### config.mk
export PLATFORM = sky130hd
export DESIGN_NAME = mod_inv_829
export DESIGN_NICKNAME = d
export VERILOG_FILES = /design/src/rtl/mod_inv_829.sv
export SDC_FILE = /design/constraint.sdc
export NUM_CORES = 1
export LEC_CHECK = 0
export CAP_MARGIN = 20
export CORE_MARGIN = 3
export CORE_UTILIZATION = 62
export CTS_BUF_LIST = sky130_fd_sc_hd__clkbuf_16
export DETAILED_ROUTE_END_ITERATION = 8
export PLACE_DENSITY = 0.82
export SLEW_MARGIN = 30
export SYNTH_ARGS = -nofsm -noshare
export SYNTH_HDL_FRONTEND = slang
export SYNTH_SLANG_ARGS = --single-unit
### constraint.sdc
create_clock -name clk -period 23.5 [get_ports clk]
set_clock_uncertainty 0.05 [all_clocks]
set_input_delay 7.05 -clock clk [delete_from_list [all_inputs] [get_ports clk]]
set_output_delay 7.05 -clock clk [all_outputs]
set_load 0.02 [all_outputs]
### src/rtl/mod_inv_829.sv
// Constant-time modular inverter over Z_829. It computes a^827 mod 829 by left-to-right
// square-and-multiply, with one Barrett-reduced modular multiply per cycle.
module mod_inv_829 (
    input  logic       clk,
    input  logic       rst_n,
    input  logic       in_valid,
    output logic       in_ready,
    input  logic [9:0] din_a,
    output logic       out_valid,
    input  logic       out_ready,
    output logic [9:0] dout_r,
    output logic       dout_err
);

    localparam logic [9:0]  Q        = 10'd829;
    localparam logic [20:0] MU       = 21'd1264;
    localparam logic [15:0] EXP_BITS = 16'd827;

    localparam logic [1:0] IDLE = 2'd0;
    localparam logic [1:0] SQR  = 2'd1;
    localparam logic [1:0] MUL  = 2'd2;
    localparam logic [1:0] DONE = 2'd3;

    // The Barrett quotient estimate undershoots by at most two, so two corrections suffice.
    function automatic logic [9:0] modmul(input logic [9:0] x, input logic [9:0] y);
        logic [19:0] p;
        logic [20:0] m;
        logic [20:0] t;
        logic [20:0] r0;
        logic [20:0] r1;
        p  = {10'd0, x} * {10'd0, y};
        m  = {10'd0, p[19:9]} * MU;
        t  = m >> 11;
        r0 = {1'b0, p} - t * {11'd0, Q};
        r1 = (r0 >= {11'd0, Q}) ? (r0 - {11'd0, Q}) : r0;
        return (r1 >= {11'd0, Q}) ? (r1[9:0] - Q) : r1[9:0];
    endfunction

    logic [1:0] state_q, state_d;
    logic [9:0] acc_q, acc_d;
    logic [9:0] base_q, base_d;
    logic [3:0] idx_q, idx_d;
    logic       err_q, err_d;
    logic       in_ready_q, in_ready_d;
    logic       out_valid_q, out_valid_d;
    logic [9:0] dout_r_q, dout_r_d;
    logic       dout_err_q, dout_err_d;
    logic [9:0] a_red_s;
    logic [9:0] prod_s;

    assign a_red_s = (din_a >= Q) ? (din_a - Q) : din_a;
    assign prod_s  = modmul(acc_q, (state_q == MUL) ? base_q : acc_q);

    // Next-state logic for the exponentiation sequencer and registered outputs.
    always_comb begin
        state_d     = state_q;
        acc_d       = acc_q;
        base_d      = base_q;
        idx_d       = idx_q;
        err_d       = err_q;
        dout_r_d    = dout_r_q;
        dout_err_d  = dout_err_q;
        case (state_q)
            IDLE: begin
                if (in_valid && in_ready_q) begin
                    base_d  = a_red_s;
                    acc_d   = a_red_s;
                    idx_d   = 4'd8;
                    err_d   = (a_red_s == 10'd0);
                    state_d = SQR;
                end else begin
                    state_d = IDLE;
                end
            end
            SQR: begin
                acc_d = prod_s;
                if (EXP_BITS[idx_q]) begin
                    state_d = MUL;
                end else if (idx_q == 4'd0) begin
                    state_d = DONE;
                end else begin
                    idx_d = idx_q - 4'd1;
                end
            end
            MUL: begin
                acc_d = prod_s;
                if (idx_q == 4'd0) begin
                    state_d = DONE;
                end else begin
                    idx_d   = idx_q - 4'd1;
                    state_d = SQR;
                end
            end
            DONE: begin
                if (out_ready) begin
                    state_d = IDLE;
                end else begin
                    state_d = DONE;
                end
            end
            default: begin
                state_d = IDLE;
            end
        endcase
        in_ready_d  = (state_d == IDLE);
        out_valid_d = (state_d == DONE);
        // Results are captured once, on entry to DONE, and held until the next entry.
        if ((state_d == DONE) && (state_q != DONE)) begin
            dout_r_d   = acc_d;
            dout_err_d = err_d;
        end else begin
            dout_r_d   = dout_r_q;
            dout_err_d = dout_err_q;
        end
    end

    // State and output registers.
    always_ff @(posedge clk or negedge rst_n) begin
        if (!rst_n) begin
            state_q     <= IDLE;
            acc_q       <= 10'd0;
            base_q      <= 10'd0;
            idx_q       <= 4'd0;
            err_q       <= 1'b0;
            in_ready_q  <= 1'b0;
            out_valid_q <= 1'b0;
            dout_r_q    <= 10'd0;
            dout_err_q  <= 1'b0;
        end else begin
            state_q     <= state_d;
            acc_q       <= acc_d;
            base_q      <= base_d;
            idx_q       <= idx_d;
            err_q       <= err_d;
            in_ready_q  <= in_ready_d;
            out_valid_q <= out_valid_d;
            dout_r_q    <= dout_r_d;
            dout_err_q  <= dout_err_d;
        end
    end

    assign in_ready  = in_ready_q;
    assign out_valid = out_valid_q;
    assign dout_r    = dout_r_q;
    assign dout_err  = dout_err_q;

endmodule

==> impl_metrics.toml <==
[placement]
port_buffers = 26
dpl.cell_count = 1485
gp_congestion = 0.8979
dp.final_hpwl_um = 20730
pre_cts_ws_ns = 4.757

[finish]
finalNetCount = 1588
nFillCells = 1376
seqCellArea_um2 = 1001
drive_gt1_share_pct = 2.907
area_growth_pct = 5.091
post-route-util_pct = 68.02
diodes = 0
multi_input_area_um2 = 8960
final_cells = 1493

[synth]
yosys_warnings = 0
synth_top_cell_by_area = "fa_1"
syn_area_um2 = 10960
ys_seq_area_share_pct = 9.131
postSynthNetCount = 1589
synthDistinctLibCells = 75
syn_area_per_cell_um2 = 8.611
synthFlopType = "dfrtp_1"
synth-seq-cells = 40
postSynth.asyncResetShare_pct = 100.0
synth_edf_count = 0
synth_top_cells_by_area = "fa_1 24%, ha_1 20%, dfrtp_1 9.1%, inv_1 7.7%, xnor2_1 3.9%"
netlist_instances = 1273
synth_top_area_share_pct = 23.74

[grt]
grt_pass1_vias = 8735
grt_first_pass_wirelength_um = 41980
track_usage_pct = 25.56
gr-total-overflow = 0
grt_max_degree = 41
antenna_found_initial = 0

[cts]
postCtsHoldBufs = 0
post_cts_resized = 0
worstSkewPairLatency_ns = 0.28
numCtsBuffers = 5
cts.clk_slew.worst_paths_ns = 0.06
htreeDepth = 2
post_cts_buffers = 0
cts_root_buf = "clkbuf_16"
clock-sinks = 40
cts_tree = "yes"
clockBufferDepth = 2

[timing]
finalHoldViolCount = 0
setup_slack_ns = 4.529
rsz0062_at_grt = "false"
fmax_ghz = 0.05271
slew_viol_final = 0
period_needed_ns = 18.97
max_slew_margin_pct = 34.95
setup_viol = 0
worstMarginPinSlew_ns = 0.9688
fin_crit_sh_pct = 80.73
finalSetupTns_ns = 0

[critical_path]
critPathLaunchType = "flip-flop"
crit_fanout = 21
endpoint_kind = "flip-flop"
worstSetupPathType = "flip-flop to flip-flop"
crit_required_ns = 23.62
slowest_stage = "nand4_1"
worst_path_largest_cell_delay_ns = 0.80
worstPathArrival_ns = 19.09

[die]
die_h_um = 139.0
dieArea_um2 = 19310
initial_core_util_pct = 64.72
dieWidth_um = 139.0
design.core.area_um2 = 16940
io_pins = 27
num_rows = 47

[route]
antenna_left = 0
drtPass1Iterations = 5
via_count = 8699
wire_per_inst_um = 16.34
drt_drc_violations_left = 0
drt_iter0_markers = 534
routed_via_density = 5.827
totalWireLength_um = 24400

[run_status]
status = "completed"

[min_path]
min_path_type = "flip-flop to flip-flop"

[job]
maxCapViolCount = 0
routing by layer:
layer  GRT usage, %  up-vias  wire, um
met5              0        -         0
met4          4.840        0       507
met3          3.103       38      1094
met2          42.42      195     11570
met1          36.57     4237     11230
li1               -     4229         -
layout make-up:
type                            instances  area share [%]
Clock buffer                            5           1.086
Clock inverter                          3          0.3258
Inverter                              226           7.364
Multi-Input combinational cell        971           77.78
Sequential cell                        40           8.689
Tap cell                              220           2.389
Timing Repair Buffer                   28           2.368
flip-flops by register name, indices dropped and copies added (netlist names), 2 cells and up:
| signal | cells |
|---|---|
| dout_r | 10 |
| acc_q | 10 |
| state_q | 2 |
| idx_q | 4 |
| base_q | 10 |
through the flow:
step	hold slack (ns)	cell area (um2)
floorplan	0.3824	10960
global placement	0.3959	11350
detailed placement	0.4149	11350
CTS	0.4311	11520
global route	0.4659	11520
finish	0.4253	11520
worst max-delay path, delay by kind of cell (launching register included):
family,cells,cell delay (ns)
compound gates,16,4.81
xor+xnor,4,1.49
fa+ha+maj,19,8.20
buf+inv,11,0.74
flops,1,0.43
mux,3,1.17
simple gates,10,1.91
final timing paths:
path / end / slack (ns) / from / cells past startpoint
min in group asynchronous: base_q[8] / 6.68 / rst_n / 1
max in group asynchronous: state_q[1] / 16.36 / rst_n / 1
worst min-delay path: err_q / 0.43 / err_q / 2
worst max-delay path: dout_r[2] / 4.53 / state_q[0] / 63
worst max register to register: dout_r[2] / 4.53 / state_q[0] / 63
worst min register to register: err_q / 0.43 / err_q / 2
cell usage after synthesis (19+ instances only):
cell	count
dfrtp_1	40
nor2_1	61
nand2_1	104
xor2_1	26
o21ai_0	45
ha_1	172
nand3_1	19
clkbuf_1	30
fa_1	130
inv_1	225
nor3_1	19
a21oi_1	46
xnor2_1	49
and2_1	38
a21o_1	23
nor2b_1	30
cell families (layout without fill, tap and decap cells):
kind of cell | Yosys count | after routing | synth area share (%)
AO/OA/AOI/OAI | 222 | 222 | 13.91
flip-flops | 40 | 40 | 9.131
adder cells (fa/ha/maj) | 302 | 302 | 43.37
XOR/XNOR | 75 | 75 | 5.992
multiplexers | 28 | 28 | 2.717
buffers and inverters | 262 | 262 | 9.131
AND/OR/NAND/NOR | 344 | 344 | 15.74
layout by cell type (no fill, tap or decap), types with 5 or more instances in the layout:
cell               n
clkdlybuf4s50_1   25
ha_1             172
mux2_2            14
xnor2_1           49
a211oi_1          13
a311oi_1           5
a211o_1            5
and3_1            10
o21a_1            13
nand2_1          104
a21o_1            23
o31ai_1            6
a21oi_1           46
o21ai_1            5
mux2i_1           14
clkbuf_16          5
nor2b_1           30
or3_1              5
o211ai_1           7
nor2_1            61
nand2b_1          18
and2_1            38
dfrtp_1           40
a31oi_1            7
nand4_1           18
o21ai_0           45
xor2_1            26
nor3_1            19
or2_2              5
inv_1            225
nand3_1           19
fa_1             130
Power is left out: the tool's default activity adds up to more than one toggle a clock period on the data nets, which glitch-free logic cannot reach.
